File: config.mk
export PLATFORM = sky130hd
export DESIGN_NAME = iot_sequencer
export DESIGN_NICKNAME = d
export VERILOG_FILES = /design/src/rtl/iot_sequencer.sv
export SDC_FILE = /design/constraint.sdc
export NUM_CORES = 1
export LEC_CHECK = 0
export CORE_ASPECT_RATIO = 0.9
export CORE_MARGIN = 1
export CORE_UTILIZATION = 50
export CTS_CLUSTER_DIAMETER = 60
export DETAILED_ROUTE_END_ITERATION = 10
export PLACE_DENSITY = 0.81
export SYNTH_ARGS = -nofsm -noshare
export SYNTH_HDL_FRONTEND = slang
export SYNTH_SLANG_ARGS = --single-unit
File: constraint.sdc
create_clock -name clk -period 2.58 [get_ports clk]
set_input_delay 0.516 -clock clk [delete_from_list [all_inputs] [get_ports clk]]
set_output_delay 0.516 -clock clk [all_outputs]
set_load 0.05 [all_outputs]
File: src/rtl/iot_sequencer.sv
// PDP-8/E IOT sequencer: latches an opcode-6 instruction, drives the device select,
// and issues IOP1/IOP2/IOP4 with stretchable settle gaps.
module iot_sequencer #(
    parameter int GAP     = 2,
    parameter int TIMEOUT = 255
) (
    input  logic        clk,
    input  logic        reset,
    input  logic        start,
    input  logic [0:11] instruction,
    input  logic        io_skip,
    input  logic        io_clr_ac,
    input  logic [0:11] io_data,
    input  logic        dev_wait,
    output logic        busy,
    output logic [0:5]  dev_sel,
    output logic        iop1,
    output logic        iop2,
    output logic        iop4,
    output logic        done,
    output logic        skip,
    output logic        clr_ac,
    output logic [0:11] in_bus,
    output logic        timeout
);

    typedef enum logic [2:0] {
        S_IDLE, S_P1, S_G1, S_P2, S_G2, S_P4, S_G4, S_DONE
    } state_t;

    localparam logic [3:0]  GAP_LAST = 4'(GAP - 1);
    localparam logic [11:0] WAIT_MAX = 12'(TIMEOUT);

    state_t      state_r;
    state_t      state_nxt_s;
    logic [2:0]  mask_r;
    logic [3:0]  gap_cnt_r;
    logic [11:0] wait_cnt_r;

    logic       is_iot_s;
    logic       accept_s;
    logic       in_gap_s;
    logic       in_strobe_s;
    logic       last_gap_s;
    logic       timeout_hit_s;
    logic [2:0] start_mask_s;

    // Next enabled strobe phase after the given point; mask[0]=IOP1, mask[1]=IOP2, mask[2]=IOP4.
    function automatic state_t phase_after(input state_t cur, input logic [2:0] mask);
        state_t nxt;
        nxt = S_DONE;
        case (cur)
            S_IDLE: begin
                if (mask[0]) nxt = S_P1;
                else if (mask[1]) nxt = S_P2;
                else if (mask[2]) nxt = S_P4;
                else nxt = S_DONE;
            end
            S_G1: begin
                if (mask[1]) nxt = S_P2;
                else if (mask[2]) nxt = S_P4;
                else nxt = S_DONE;
            end
            S_G2: begin
                if (mask[2]) nxt = S_P4;
                else nxt = S_DONE;
            end
            default: nxt = S_DONE;
        endcase
        return nxt;
    endfunction

    // Request decode and gap status flags.
    always_comb begin
        is_iot_s      = (instruction[0:2] == 3'o6);
        start_mask_s  = {instruction[9], instruction[10], instruction[11]};
        accept_s      = (state_r == S_IDLE) && start;
        in_gap_s      = (state_r == S_G1) || (state_r == S_G2) || (state_r == S_G4);
        in_strobe_s   = (state_r == S_P1) || (state_r == S_P2) || (state_r == S_P4);
        last_gap_s    = in_gap_s && (gap_cnt_r == GAP_LAST);
        timeout_hit_s = last_gap_s && (wait_cnt_r == WAIT_MAX);
    end

    // Next-state logic.
    always_comb begin
        state_nxt_s = state_r;
        case (state_r)
            S_IDLE: begin
                if (start && is_iot_s) state_nxt_s = phase_after(S_IDLE, start_mask_s);
                else if (start) state_nxt_s = S_DONE;
                else state_nxt_s = S_IDLE;
            end
            S_P1: state_nxt_s = S_G1;
            S_P2: state_nxt_s = S_G2;
            S_P4: state_nxt_s = S_G4;
            S_G1, S_G2, S_G4: begin
                // Only the last gap cycle may be stretched; the wait limit overrides dev_wait.
                if (!last_gap_s) state_nxt_s = state_r;
                else if (timeout_hit_s) state_nxt_s = S_DONE;
                else if (dev_wait) state_nxt_s = state_r;
                else state_nxt_s = phase_after(state_r, mask_r);
            end
            S_DONE:  state_nxt_s = S_IDLE;
            default: state_nxt_s = S_IDLE;
        endcase
    end

    // Gap and wait counters, cleared whenever the FSM is outside a gap state.
    always_ff @(posedge clk) begin
        if (reset || !in_gap_s) begin
            gap_cnt_r  <= 4'd0;
            wait_cnt_r <= 12'd0;
        end else if (!last_gap_s) begin
            gap_cnt_r <= gap_cnt_r + 4'd1;
        end else if (!timeout_hit_s && dev_wait) begin
            wait_cnt_r <= wait_cnt_r + 12'd1;
        end
    end

    // State register, registered strobes/status and result accumulators.
    always_ff @(posedge clk) begin
        if (reset) begin
            state_r <= S_IDLE;
            mask_r  <= 3'b000;
            busy    <= 1'b0;
            dev_sel <= 6'o00;
            iop1    <= 1'b0;
            iop2    <= 1'b0;
            iop4    <= 1'b0;
            done    <= 1'b0;
            skip    <= 1'b0;
            clr_ac  <= 1'b0;
            in_bus  <= 12'o0000;
            timeout <= 1'b0;
        end else begin
            state_r <= state_nxt_s;
            busy    <= (state_nxt_s != S_IDLE);
            iop1    <= (state_nxt_s == S_P1);
            iop2    <= (state_nxt_s == S_P2);
            iop4    <= (state_nxt_s == S_P4);
            done    <= (state_nxt_s == S_DONE);
            if (accept_s) begin
                mask_r  <= is_iot_s ? start_mask_s : 3'b000;
                dev_sel <= is_iot_s ? instruction[3:8] : 6'o00;
                skip    <= 1'b0;
                clr_ac  <= 1'b0;
                in_bus  <= 12'o0000;
                timeout <= 1'b0;
            end else begin
                if (state_nxt_s == S_IDLE) dev_sel <= 6'o00;
                if (in_strobe_s) begin
                    skip   <= skip | io_skip;
                    clr_ac <= clr_ac | io_clr_ac;
                    in_bus <= in_bus | io_data;
                end
                if (timeout_hit_s) timeout <= 1'b1;
            end
        end
    end

endmodule

==> results of run 1 <==
[placed cells by master, fill, tap and decap left out, types with 3 or more instances in the layout]
master	n
nand2_1	7
nand3_1	8
ha_1	3
a21oi_1	20
inv_1	5
nor2_1	42
dfxtp_1	47
clkdlybuf4s50_1	55
xnor2_1	6
xor2_1	7
nand3b_1	3
clkbuf_8	5
a22oi_1	7
nand2b_1	4
buf_4	4
and3_1	4
nand4_1	4
[cell families (layout without fill, tap and decap cells)]
logic type               count (synthesis)  in the layout  synth area share
AND/OR/NAND/NOR                         95             95            0.2874
XOR/XNOR                                13             13           0.05800
AO/OA/AOI/OAI                           38             38            0.1256
buffers and inverters                   12             72           0.02549
adder cells (fa/ha/maj)                  3              3           0.01912
flip-flops                              47             47            0.4793
multiplexers                             1              1          0.005099
[area by class of cell]
| class | count | area (um2) | share of cell area |
|---|---|---|---|
| multi-input combinational | 150 | 972.2 | 0.3597 |
| sequential | 47 | 940.9 | 0.3481 |
| timing repair buffer | 59 | 580.6 | 0.2148 |
| clock buffer | 6 | 72.57 | 0.02685 |
| clock inverter | 2 | 60.06 | 0.02222 |
| tap | 46 | 57.56 | 0.02130 |
| inverter | 5 | 18.77 | 0.006944 |
[power breakdown]
| part | total [mW] | internal [mW] | switching [mW] |
|---|---|---|---|
| sequential | 0.809 | 0.767 | 0.0428 |
| clock | 0.622 | 0.387 | 0.234 |
| combinational | 0.455 | 0.189 | 0.266 |
| total | 1.89 | 1.34 | 0.543 |
[cells in the mapped netlist (2+ instances only)]
master    instances
dfxtp_1          47
nor4b_2           2
ha_1              3
xor2_1            7
xnor2_1           6
nand2_1           7
and2_1            2
a21oi_1          20
inv_1             5
nand4_1           4
a22oi_1           7
o21ai_0           2
nor3_1            2
nand3_1           8
nor3b_1           2
and3_1            4
nand2b_1          4
nor2_1           42
clkbuf_1          2
buf_2             4
and4_1            2
nand3b_1          3
nor2b_1           2
a31oi_1           2
[worst max-delay path: stages]
cell and delay [ps]:
clkdlybuf4s50_1 490, nor4b_2 410, a31oi_1 170, o211ai_2 210
a41o_1 350, nor2_1 80
[flip-flops by register name, indices dropped and copies added, names as in the netlist]
name / flops
iop2: 1
timeout: 1
gap_cnt_r: 4
state_r: 3
clr_ac: 1
in_bus: 12
iop4: 1
busy: 1
wait_cnt_r: 12
dev_sel: 6
skip: 1
mask_r: 2
iop1: 1
done: 1
[path summary, 6_finish.rpt]
| path | startpoint | to | slack [ps] |
|---|---|---|---|
| setup / recovery | dev_wait | dev_sel[5]$_SDFFE_PP0P_ | 510 |
| hold / removal | mask_r[1]$_SDFFE_PP0P_ | mask_r[1]$_SDFFE_PP0P_ | 450 |
| setup reg to reg | gap_cnt_r[0]$_SDFFE_PP0P_ | dev_sel[5]$_SDFFE_PP0P_ | 630 |
| hold reg to reg | mask_r[1]$_SDFFE_PP0P_ | mask_r[1]$_SDFFE_PP0P_ | 450 |
[per-layer routing]
metal	part of all wire	track usage	vias to the layer above
met3	0.074	0.06481	6
met5	0	0	-
met4	0.0072	0.06845	0
li1	-	-	840
met2	0.44	0.3039	55
met1	0.47	0.2731	750
[metrics by stage]
| step | cells | setup slack [ps] | util | area [um2] | total power, mW |
|---|---|---|---|---|---|
| floorplan | 209 | 962.5 | - | 1963 | 1.128 |
| global placement | 307 | 314.3 | 0.6888 | 2570 | 1.269 |
| detailed placement | 307 | 239.6 | 0.6888 | 2570 | 1.278 |
| CTS | 315 | 510.1 | 0.7243 | 2703 | 1.896 |
| global route | 315 | 383.8 | 0.7243 | 2703 | 1.975 |
| finish | 315 | 507.2 | 0.7243 | 2703 | 1.886 |
==> reports/qor.yml, run 1 <==
placed_design:
  dp_hpwl_um: 2891
  port_buffers: 55
  gp_congestion: 0.7928
die:
  start_util: 0.5262
  placementRows: 21
  ios: 56
  fp.dieH_um: 61.45
  die_area_mm2: 0.004181
  core_mm2: 0.003731
  dieWidth_um: 68.05
synth:
  synthCells: 209
  synthTopCellsByArea: "dfxtp_1, nor2_1, a21oi_1, xor2_1, a22oi_1"
  synthDistinctLibCells: 44
  synth.avg_cell_area_um2: 9.393
  ys_warn_count: 0
  syn_nets: 242
  synth.yosys.seq_area_share: 0.4793
  synthArstFlopShare: 0
  syn_area_mm2: 0.001963
  yosysTopAreaCellShare: 0.4793
  yosysTopAreaCell: "dfxtp_1"
  ys_ff_latch: 47
  synth_edf_count: 0
  synthFlopType: "dfxtp_1"
sta:
  fin_hold_ws_ps: 454.7
  min_period_ps: 2073
  finalSetupTns_ps: 0
  rsz0062_at_grt: "false"
  worst_pin_slew_ps: 599.1
  final-setup-viol-count: 0
  finalClockSkew_ps: 10.55
  max_freq_mhz: 482.4
  period_share: 0.8034
  hold_viol_final: 0
  slew_viol_final: 0
  slew_headroom: 0.6006
layout:
  fillers: 289
  area_delta_synth_final_pct: 37.67
  drive_gt1_frac: 0.09665
  diodes: 0
  nets: 301
grt:
  grt_overflow: 0
  grt_pass1_wl_um: 6313
  antenna_found_initial: 0
  grt_max_degree: 16
  track_usage: 0.2020
  grt_pass1_vias: 1427
clock_tree:
  clock_path_buffers: 2
  cts_tree: "done"
  ctsResizeCount: 0
  cts_max_level: 2
  insertion_delay_ps: 290
  clock_sinks: 47
  cts-root-buf: "clkbuf_8"
  numCtsBuffers: 5
  clk_pin_slew_ps: 80
  post_cts_buffers: 0
  hold_buffers: 0
drt:
  drt_iter0_drc: 52
  routedWlPerCell_um: 12.71
  drc_errors: 0
  drt_first_pass_iters: 4
  drt-vias-per-instance: 5.241
  vias: 1651
  drt-total-wl_um: 4003
  antenna_left: 0
min_path:
  min_path_type: "register to register"
  min_delay_path_depth: 2
setup_path:
  cp-start-kind: "primary input"
  critPathKind: "primary input to register"
  worst-r2r-cell-count: 6
  cp.required_ps: 2750
  critPathMaxFanout: 7
  cp.arrival_ps: 2240
  worst_setup_path_end_kind: "register"
power:
  ir_drop_mv: 0.5086
  p_per_area_mw_per_mm2: 698.0
  leakage_nw: 0.9693
outcome:
  outcome: "finished clean"
run:
  maxCapViolations: 0
(Power assumes the default switching activity.)
==> run 2: changes to the inputs <==
CORE_UTILIZATION = 42   (was 50)
PLACE_DENSITY = 0.73   (was 0.81)
clock period = 1.81 ns   (was 2.58 ns; I/O delays follow)
==> run 2 against run 1 <==
First-iteration DRC count increased by 37%. Clock power increased by 46%. Wire length increased by 3.2%. Design area increased by 5.8%. Critical endpoint is now iop4$_SDFF_PP0_. Non-clock buffer count increased by 17. Total power increased by 50%. Largest power group unchanged. Cell count increased by 10%.
==> reports/qor.yml, run 2 (synthesis results as in run 1) <==
sta:
  finalSetupTns_ps: 0  # unchanged
  fin_hold_ws_ps: 454.2  # -0.4510 ps
  worst_pin_slew_ps: 489.5  # -109.6 ps
  period_share: 0.9605
  hold_viol_final: 0  # unchanged
  finalClockSkew_ps: 7.610  # -2.935 ps
  slew_headroom: 0.6750  # +0.07437
  rsz0062_at_grt: "true"
  max_freq_mhz: 575.2
  min_period_ps: 1739
  slew_viol_final: 0  # unchanged
  final-setup-viol-count: 0  # unchanged
  setup_slack_ps: 71.42  # -435.8 ps
clock_tree:
  clock_sinks: 47  # unchanged
  cts-root-buf: "clkbuf_8"
  insertion_delay_ps: 300  # about the same
  hold_buffers: 0  # unchanged
  cts_max_level: 2  # unchanged
  numCtsBuffers: 5  # unchanged
  clock_path_buffers: 2  # unchanged
  clk_pin_slew_ps: 90  # about the same
  cts_tree: "done"
setup_path:
  crit_buf_inv: 2  # +1
  cpMaxStageDelayCell: "dfxtp_2"
  critPathKind: "register to register"
  cp.arrival_ps: 1940  # -300 ps
  crit_family: "simple AND/OR/NAND/NOR gates"
  cp-start-kind: "register"
  critPathMostFrequentCell: "and2_4"
  slowest_delay_ps: 330  # -160 ps
  cp.required_ps: 2010  # -740 ps
  critPathMaxFanout: 6  # -1
  crit_start: "gap_cnt_r[1]$_SDFFE_PP0P_"
  path_cells: "inv_1, ha_1, buf_4, nor3b_4, and2_4, nand2b_4, and2_4, nor4_2"
  r2r_start: "gap_cnt_r[1]$_SDFFE_PP0P_"
  worst_setup_path_end_kind: "register"
die:
  core_mm2: 0.004461  # +20%
  start_util: 0.4401  # -0.08604
  placementRows: 23  # +9.5%
  ios: 56  # unchanged
  fp.dieH_um: 66.86  # +8.8%
  die_area_mm2: 0.004952  # +18%
  dieWidth_um: 74.07  # +8.8%
layout:
  fin_util: 0.6412  # -0.08311
  nets: 318  # +5.6%
  diodes: 0  # unchanged
  drive_gt1_frac: 0.2587  # +0.1621
  layout_common_cells: "dfxtp_1, buf_4, nor2_1, clkdlybuf4s50_1, a21oi_1"
  final_area_mm2: 0.002860  # +5.8%
  area_delta_synth_final_pct: 45.70
  final_common_cell: "dfxtp_1"
  instances_no_fill: 348  # +10%
  reg_top3: "in_bus (12), wait_cnt_r (12), dev_sel (6)"
min_path:
  min_path_type: "register to register"
  hold_start: "timeout$_SDFFE_PP0N_"
drt:
  drt_first_pass_iters: 4  # unchanged
  drt-total-wl_um: 4130  # +3.2%
  vias: 1686  # +2.1%
  drt-vias-per-instance: 4.845  # -7.6%
  routedWlPerCell_um: 11.87  # -6.6%
  drc_errors: 0  # unchanged
  drt_iter0_drc: 71  # +37%
  antenna_left: 0  # unchanged
placed_design:
  placed_area_mm2: 0.002680  # +4.3%
  post-place-ws_ps: -254.9  # -494.5 ps
  placed_cells: 340  # +11%
  dp_hpwl_um: 3065  # +6.0%
  gp_congestion: 0.7377  # -7.0%
  port_buffers: 55  # unchanged
power:
  ir_drop_mv: 0.5181  # +1.9%
  p_per_area_mw_per_mm2: 987.3  # +41%
  leakage_nw: 1.133  # +17%
  power_mw: 2.824  # +50%
run:
  maxCapViolations: 0  # unchanged
grt:
  antenna_found_initial: 0  # unchanged
  grt_pass1_wl_um: 6258  # -0.87%
  grt_max_degree: 17  # +1
  track_usage: 0.1708  # -0.03112
  grt_pass1_vias: 1431  # +0.28%
  grt_overflow: 0  # unchanged
outcome:
  outcome: "finished clean"
-- run 2: area by class of cell --
class / count / area (um2)
timing repair buffer: 76 / 669.4
fill: 382 / 1600
clock buffer: 5 / 68.82
multi-input combinational: 150 / 1016
inverter: 5 / 18.77
sequential: 47 / 942.2
clock inverter: 3 / 67.56
tap: 62 / 77.57
-- run 2: worst min-delay path, cell delays in order (launching register included) --
cell and delay, ps:
dfxtp_1 320, inv_1 50, a21oi_1 50
-- run 2: power breakdown --
group,switching [mW],internal (mW)
Clock,0.357,0.551
Combinational,0.417,0.353
Sequential,0.0530,1.09
-- run 2: final timing paths --
check,cells past startpoint,to,slack (ps)
min reg2reg,2,timeout$_SDFFE_PP0N_,450
min,2,timeout$_SDFFE_PP0N_,450
max,8,iop4$_SDFF_PP0_,70
max reg2reg,8,iop4$_SDFF_PP0_,70
-- run 2: repair_timing --
action                     CTS  global route
resized for setup            1             9
cloned                       0             0
buffers inserted             0             0
pin swaps                    0             1
setup endpoints to repair    1            18
-- run 2: routing by layer --
| layer | part of all wire | GRT usage | vias to the layer above |
|---|---|---|---|
| li1 | - | - | 874 |
| met1 | 0.48 | 0.2224 | 772 |
| met2 | 0.47 | 0.2636 | 34 |
| met3 | 0.038 | 0.05144 | 6 |
| met4 | 0.016 | 0.06490 | 0 |
| met5 | 0 | 0 | - |
